===== config.mk =====
export PLATFORM = sky130hd
export DESIGN_NAME = uart_rx
export DESIGN_NICKNAME = d
export VERILOG_FILES = /design/src/rtl/uart_pkg.sv /design/src/rtl/uart_rx_sync_2ff.sv /design/src/rtl/uart_rx.sv
export SDC_FILE = /design/constraint.sdc
export NUM_CORES = 1
export LEC_CHECK = 0
export CORE_UTILIZATION = 30
export CTS_BUF_LIST = sky130_fd_sc_hd__clkbuf_4 sky130_fd_sc_hd__clkbuf_8 sky130_fd_sc_hd__clkbuf_16
export CTS_CLUSTER_SIZE = 16
export DETAILED_ROUTE_END_ITERATION = 6
export GPL_ROUTABILITY_DRIVEN = 1
export PLACE_DENSITY = 0.49
export SYNTH_ARGS = -nofsm -noshare
export SYNTH_HDL_FRONTEND = slang
export SYNTH_SLANG_ARGS = --single-unit

===== constraint.sdc =====
create_clock -name i_Clock -period 4.3 [get_ports i_Clock]
set_clock_uncertainty 0.15 [all_clocks]
set_input_delay 0.86 -clock i_Clock [delete_from_list [all_inputs] [get_ports i_Clock]]
set_output_delay 0.86 -clock i_Clock [all_outputs]
set_load 0.01 [all_outputs]

===== src/rtl/uart_pkg.sv =====
// Shared constants for the 8N1 UART receive path: state encoding, frame size
// and the default bit period.
package uart_pkg;

   localparam int unsigned DATA_BITS        = 8;
   localparam int unsigned CLKS_PER_BIT_DEF = 87;
   localparam int unsigned ST_W             = 3;

   typedef logic [ST_W-1:0] state_t;

   localparam state_t IDLE    = 3'd0;
   localparam state_t START   = 3'd1;
   localparam state_t DATA    = 3'd2;
   localparam state_t STOP    = 3'd3;
   localparam state_t CLEANUP = 3'd4;
   localparam state_t BREAK   = 3'd5;

endpackage


===== src/rtl/uart_rx_sync_2ff.sv =====
// Two-flop synchroniser for asynchronous inputs; resets to a programmable
// value so an idle-high line reads as idle straight out of reset.
module sync_2ff #(
   parameter int unsigned         WIDTH   = 1,
   parameter logic [WIDTH-1:0]    RST_VAL = '1
) (
   input  logic             clk,
   input  logic             rst_n,
   input  logic [WIDTH-1:0] d,
   output logic [WIDTH-1:0] q
);

   logic [WIDTH-1:0] meta;

   always_ff @(posedge clk or negedge rst_n) begin
      if (!rst_n) begin
         meta <= RST_VAL;
         q    <= RST_VAL;
      end else begin
         meta <= d;
         q    <= meta;
      end
   end

endmodule


===== src/rtl/uart_rx.sv =====
// 8N1 UART receiver: synchronises the line, finds the start bit, samples each
// bit at its centre and emits one validated byte (or a framing-error pulse).
module uart_rx
   import uart_pkg::*;
#(
   parameter int unsigned CLKS_PER_BIT = CLKS_PER_BIT_DEF
) (
   input  logic                 i_Clock,
   input  logic                 reset,
   input  logic                 i_Rx_Serial,
   output logic                 o_Rx_DV,
   output logic [DATA_BITS-1:0] o_Rx_Byte,
   output logic                 o_Rx_Err,
   output logic                 o_Rx_Busy
);

   localparam int unsigned CNT_W = $clog2(CLKS_PER_BIT);
   localparam int unsigned IDX_W = $clog2(DATA_BITS);
   localparam int unsigned HALF  = (CLKS_PER_BIT - 1) / 2;
   localparam int unsigned LAST  = CLKS_PER_BIT - 1;

   localparam logic [CNT_W-1:0] HALF_C    = CNT_W'(HALF);
   localparam logic [CNT_W-1:0] LAST_C    = CNT_W'(LAST);
   localparam logic [IDX_W-1:0] LAST_IDX  = IDX_W'(DATA_BITS - 1);

   logic                 rx_s;
   state_t               state, state_nxt;
   logic [CNT_W-1:0]     clk_cnt, clk_cnt_nxt;
   logic [IDX_W-1:0]     bit_idx, bit_idx_nxt;
   logic [DATA_BITS-1:0] shift, shift_nxt;
   logic [1:0]           warm;
   logic                 armed;
   logic                 line_valid;
   logic                 dv_nxt, err_nxt, busy_nxt;
   logic [DATA_BITS-1:0] byte_nxt;

   sync_2ff #(
      .WIDTH   (1),
      .RST_VAL (1'b1)
   ) u_sync (
      .clk   (i_Clock),
      .rst_n (reset),
      .d     (i_Rx_Serial),
      .q     (rx_s)
   );

   // The synchroniser reports its reset value for two cycles; only after that
   // does rx_s reflect the real line, and a start needs a prior high level.
   assign line_valid = (warm == 2'd2);

   always_ff @(posedge i_Clock or negedge reset) begin
      if (!reset) begin
         state     <= IDLE;
         clk_cnt   <= '0;
         bit_idx   <= '0;
         shift     <= '0;
         warm      <= 2'd0;
         armed     <= 1'b0;
         o_Rx_DV   <= 1'b0;
         o_Rx_Err  <= 1'b0;
         o_Rx_Busy <= 1'b0;
         o_Rx_Byte <= '0;
      end else begin
         state     <= state_nxt;
         clk_cnt   <= clk_cnt_nxt;
         bit_idx   <= bit_idx_nxt;
         shift     <= shift_nxt;
         warm      <= line_valid ? warm : warm + 2'd1;
         armed     <= armed | (line_valid & rx_s);
         o_Rx_DV   <= dv_nxt;
         o_Rx_Err  <= err_nxt;
         o_Rx_Busy <= busy_nxt;
         o_Rx_Byte <= byte_nxt;
      end
   end

   always_comb begin
      state_nxt   = state;
      clk_cnt_nxt = clk_cnt;
      bit_idx_nxt = bit_idx;
      shift_nxt   = shift;
      case (state)
         IDLE: begin
            clk_cnt_nxt = '0;
            bit_idx_nxt = '0;
            // A line already low when we come out of reset is a break, not a start.
            if (line_valid && !rx_s) begin
               state_nxt = armed ? START : BREAK;
            end
         end
         START: begin
            if (clk_cnt == HALF_C) begin
               clk_cnt_nxt = '0;
               state_nxt   = rx_s ? IDLE : DATA;
            end else begin
               clk_cnt_nxt = clk_cnt + CNT_W'(1);
            end
         end
         DATA: begin
            if (clk_cnt == LAST_C) begin
               clk_cnt_nxt        = '0;
               shift_nxt[bit_idx] = rx_s;
               if (bit_idx == LAST_IDX) begin
                  bit_idx_nxt = '0;
                  state_nxt   = STOP;
               end else begin
                  bit_idx_nxt = bit_idx + IDX_W'(1);
               end
            end else begin
               clk_cnt_nxt = clk_cnt + CNT_W'(1);
            end
         end
         STOP: begin
            if (clk_cnt == LAST_C) begin
               clk_cnt_nxt = '0;
               state_nxt   = rx_s ? CLEANUP : BREAK;
            end else begin
               clk_cnt_nxt = clk_cnt + CNT_W'(1);
            end
         end
         CLEANUP: begin
            state_nxt = IDLE;
         end
         BREAK: begin
            clk_cnt_nxt = '0;
            if (rx_s) begin
               state_nxt = IDLE;
            end
         end
         default: begin
            state_nxt   = IDLE;
            clk_cnt_nxt = '0;
            bit_idx_nxt = '0;
         end
      endcase
   end

   // Strobes and the byte register only move on the stop-bit sample.
   always_comb begin
      dv_nxt   = 1'b0;
      err_nxt  = 1'b0;
      byte_nxt = o_Rx_Byte;
      busy_nxt = (state_nxt != IDLE);
      if (state == STOP && clk_cnt == LAST_C) begin
         if (rx_s) begin
            dv_nxt   = 1'b1;
            byte_nxt = shift;
         end else begin
            err_nxt  = 1'b1;
         end
      end
   end

endmodule


Word level (Yosys, flattened, before mapping):

Index checks and enable logic that the tools add are counted.

* add/sub/neg operators: 3
* magnitude comparators: 2
* eq/ne operators: 10
* multiplexer cells: 23
* bitwise logic cells: 3
* reductions and logical operators: 11

Operators with widths (count)
* 3-bit 2-to-1 mux: 9
* 7-bit one-hot mux with 3 select lines: 1
* 3-bit one-hot mux with 5 select lines: 1
* 7-bit 2-to-1 mux: 2
* 3-bit equality test (second input constant): 3
* 8-bit bitwise mux: 1
* 7-bit by 1-bit adder with 7-bit output (second input constant): 1
* 7-bit by 6-bit equality test with 1-bit output (second input constant): 1
* 7-bit equality test (second input constant): 1
* 3-bit by 2-bit equality test with 1-bit output (second input constant): 2
* 1-bit 2-to-1 mux: 6
* 3-bit one-hot mux with 2 select lines: 1
* 2-bit AND reduction: 3
* 3-bit by 4-bit less-than comparator with 1-bit output (second input constant): 1
* 4-bit OR reduction: 1
* 3-bit by 1-bit adder with 3-bit output (second input constant): 1
* 1-bit demux with 3-bit select: 1
* 3-bit by 1-bit equality test with 1-bit output (second input constant): 1
* 3-bit by 1-bit >= comparator with 1-bit output (second input constant): 1
* 1-bit logical AND: 3
* 3-bit logical NOT: 1
* 3-bit nonzero test: 1
* 2-bit by 1-bit adder with 2-bit output (second input constant): 1
* 2-bit equality test (second input constant): 1
* other kinds (7): 7

* register bits after elaboration: 37
* bits of input ports: 3
* output and inout port bits: 11
* logic and storage cells: 64

Longest topological paths before layout:

* depth in word-level cells: 5
* gate-level depth with buffers: 8
* mapped depth without buffers: 6

Cells and area by module:

From an unflattened synthesis, not the netlist that was laid out.

* cell total of the unflattened synthesis: 146
* area total of the unflattened synthesis: 1686.6 µm²

Modules (own cells, without submodules)
* uart_rx: instances 1, cells an instance 144, area each 1634.1 µm², seq. area each 875.8 µm²
* sync_2ff: instances 1, cells an instance 2, area each 52.6 µm², seq. area each 52.6 µm²

Least setup slack after synthesis:

No wires, ideal clock.

* path kind: register to register
* from: register clk_cnt[0]
* to: register o_Rx_Byte[0]
* library setup time: 125 ps
* arrival time: 1688 ps
* path slack: 2337 ps
* cell stages (with the launch flop): 9
* path buffers: 2
* clock period less this slack: 1963 ps
* cells stage by stage: dfrtp_1 -> inv_1 -> ha_1 -> and4b_1 -> buf_6 -> and3_4 -> and3_4 -> buf_6 -> mux2_4

* word-level cells in the longest chain between the ends: 3

RTL lines
* start: declaration: RTL line uart_rx.sv:28 `logic [CNT_W-1:0] clk_cnt, clk_cnt_nxt;`
* start signal: assignment: RTL line uart_rx.sv:65 `clk_cnt <= clk_cnt_nxt;`
* 7-bit equality test: RTL line uart_rx.sv:144 `if (state == STOP && clk_cnt == LAST_C) begin`
* 1-bit logical AND: RTL line uart_rx.sv:144
* 2-bit AND reduction (no line)
* end signal: assignment: RTL line uart_rx.sv:73 `o_Rx_Byte <= byte_nxt;`
* end: declaration: RTL line uart_rx.sv:12 `output logic [DATA_BITS-1:0] o_Rx_Byte,`

No other way between the ends.
A chain may end at the register's enable or synchronous reset.

Worst setup path after layout:

* from: register o_Rx_Byte[6]
* to: output port o_Rx_Byte[6]

No word-level cell between the ends.

==> impl_results.md <==
- Finished Layout Cells: approximately 260
- Max Cap Viol: 0
- Crit Path Category: register to output pin
- Critical path peak fanout: 2
- Pre-Repair DR Iteration Count: 4
- Pwr Density: 368 mW/mm^2
- Drt total wl: around 3.5 mm
- Total track usage: 12.0%
- DP HPWL: 2.44 mm
- Count of different cell masters after synthesis: 39
- Startpoint types: register
- CP peak stage delay: 0.54 ns
- Postcts setup bufs: 0
- Clock H-tree levels: 2
- Worst-Margin Slew: roughly 0.82 ns
- Post-synth EDFFs: 0
- First-pass GRT wire length: around 6 mm
- Resize count post-CTS: 0
- CTS tree: done
- Pwr Total: ~0.78 mW
- IO Port Bufs: 13
- Worst Hold Class: register to register
- Post-Place Cells: ~250
- Achievable frequency: between 400 and 500 MHz
- Antenna cells: 0
- IO Count: 14
- Antenna violations before repair: 0
- Setup TNS: 0 ns
- Main synth FF type: dfrtp_1
- DR iter-0 viols: slightly below 60
- Commonest non-fill, non-tap cells in the layout: dfrtp_1, nand2_1, clkdlybuf4s50_1
- CTS Hold Buffers Added: 0
- TritonCTS buffer count: 5
- Post-synthesis async set-or-reset flop share: 100%
- Post-synthesis area per instance: between 10 and 15 um^2
- Final setup violation count: 0
- LEAKAGE: 0.931 nW
- Worst setup EP type: output pin
- WP buf/inv: 1
- CTS clk-pin slew, worst paths: ~0.070 ns
- Worst r2r src: clk_cnt[0]
- Critical path origin: o_Rx_Byte[6]
- Synth Net Count: ~180
- Residual DRC: 0
- Vias post-DR: 1329
- Core area: 0.00599 mm^2
- Total number of yosys warnings: 0
- Min Hold Slack: ~0.21 ns
- Hold Startpoint: u_sync.meta
- Number of global-route vias before repair: about 1300
- CP arrival: approximately 1.2 ns
- Worst skew pair latency: approximately 0.28 ns
- Share of layout cells above drive strength 1: 17.9%
- RSZ-0062 raised after global routing: false
- Horiz. Die Dim: just over 80 um
- Pin count of the biggest net entering global routing: 38
- Worst-path cell chain: clkdlybuf4s50_1
- Post-route cell area: ~0.0021 mm^2
- Tcrit/Tclk final: about half
- Status: finished, final reports clean
- Post-Syn Instances: roughly 170
- Initial core utilization: roughly a third
- Root buf cell: clkbuf_8
- Max stage delay cell, worst path: clkdlybuf4s50_1
- Seq/Total Area, Yosys: between 40% and 50%
- Die area: 0.00662 mm^2
- VDD IR max: about 0.21 mV
- Die H: between 80 and 90 um
- Clk buf depth: 2
- Area growth from synthesis to layout: 12.6%
- Routed Antenna Nets: 0
- Area post-placement: 0.00204 mm^2
- GP Congestion: 0.819
- Worst Path Required: around 3.3 ns
- Max-slew violation count: 0
- Vias per inst: 5.13
- Grt total ovfl: 0
- Final nets: 191
- Rows: 28
- Most common cell after layout, fill and taps aside: dfrtp_1
- CP delay by family, top: buffers and inverters
- Seq cells post-synth: 37
- Clock Sinks: 37
- Final worst path period need: roughly 2.2 ns
- Synthesized area: about 0.0019 mm^2
- DR WL/cell: 13.6 um
- Final hold vios: 0
- Max_slew headroom: 45.7%
==> layout make-up <==
cell class	count	area, um^2
Clock buffer	6	76.3
Clock inverter	2	10.0
Fill cell	585	3860
Inverter	5	18.8
Multi-Input combinational cell	121	875
Sequential cell	37	928
Tap cell	75	93.8
Timing Repair Buffer	13	125
==> per-layer routing <==
metal,track usage (%),vias up,share of wire (%)
met5,0,-,0
met4,4.29,0,0.88
met3,3.03,4,4.9
met2,19.3,29,48
met1,15.6,658,47
li1,-,638,-
==> sequential cells by signal, indices dropped and copies added (netlist names) <==
name and count:
o_Rx_DV 1, u_sync.meta 1, warm 2, o_Rx_Err 1, clk_cnt 7, armed 1, bit_idx 3, shift 8
o_Rx_Busy 1, u_sync.q 1, o_Rx_Byte 8, state 3
==> cell usage after synthesis (3+ instances only) <==
| library cell | number | area [um^2] |
|---|---|---|
| clkbuf_1 | 6 | 22.5 |
| a21oi_1 | 7 | 35.0 |
| inv_1 | 5 | 18.8 |
| a21boi_0 | 3 | 22.5 |
| nor3_1 | 3 | 15.0 |
| mux2_4 | 8 | 120 |
| o221ai_1 | 3 | 26.3 |
| buf_6 | 4 | 45.0 |
| mux2_2 | 8 | 90.1 |
| nand2b_1 | 6 | 37.5 |
| ha_1 | 5 | 62.6 |
| nand2_1 | 13 | 48.8 |
| a22oi_1 | 3 | 22.5 |
| nor2_1 | 9 | 33.8 |
| nand3_1 | 8 | 40.0 |
| o21ai_0 | 10 | 50.1 |
| a31oi_1 | 4 | 25.0 |
| dfrtp_1 | 35 | 876 |
| nor2b_1 | 5 | 31.3 |
==> path summary, 6_finish.rpt <==
check | to | slack (ns) | depth (start not counted)
setup / recovery | o_Rx_Byte[6] | 2.11 | 1
hold / removal | u_sync.q | 0.21 | 0
max in group asynchronous | shift[6] | 2.97 | 1
min in group asynchronous | warm[0] | 0.51 | 1
hold reg to reg | u_sync.q | 0.21 | 0
setup reg to reg | o_Rx_Byte[4] | 2.12 | 6
==> where the power goes <==
part	total [mW]	internal, mW	switching [mW]
registers	0.424	0.376	0.0482
clock network	0.238	0.119	0.120
logic	0.121	0.0491	0.0714
total	0.783	0.544	0.239
==> metrics by stage <==
step	utilization [%]	setup slack, ns
after detailed placement	34.1	2.15
final	35.5	2.11
after CTS	35.5	2.09
after global placement	34.1	2.22
after floorplan	-	2.34
after global routing	35.5	2.00
==> kinds of logic after synthesis <==
logic type	after synthesis	share of synthesized area, %
compound gates	39	13.3
xor+xnor	2	0.927
fa+ha+maj	5	3.31
buf+inv	15	4.57
flops	37	49.1
mux	16	11.1
simple gates	59	17.6
No activity file was read; power rests on OpenSTA's default activity.
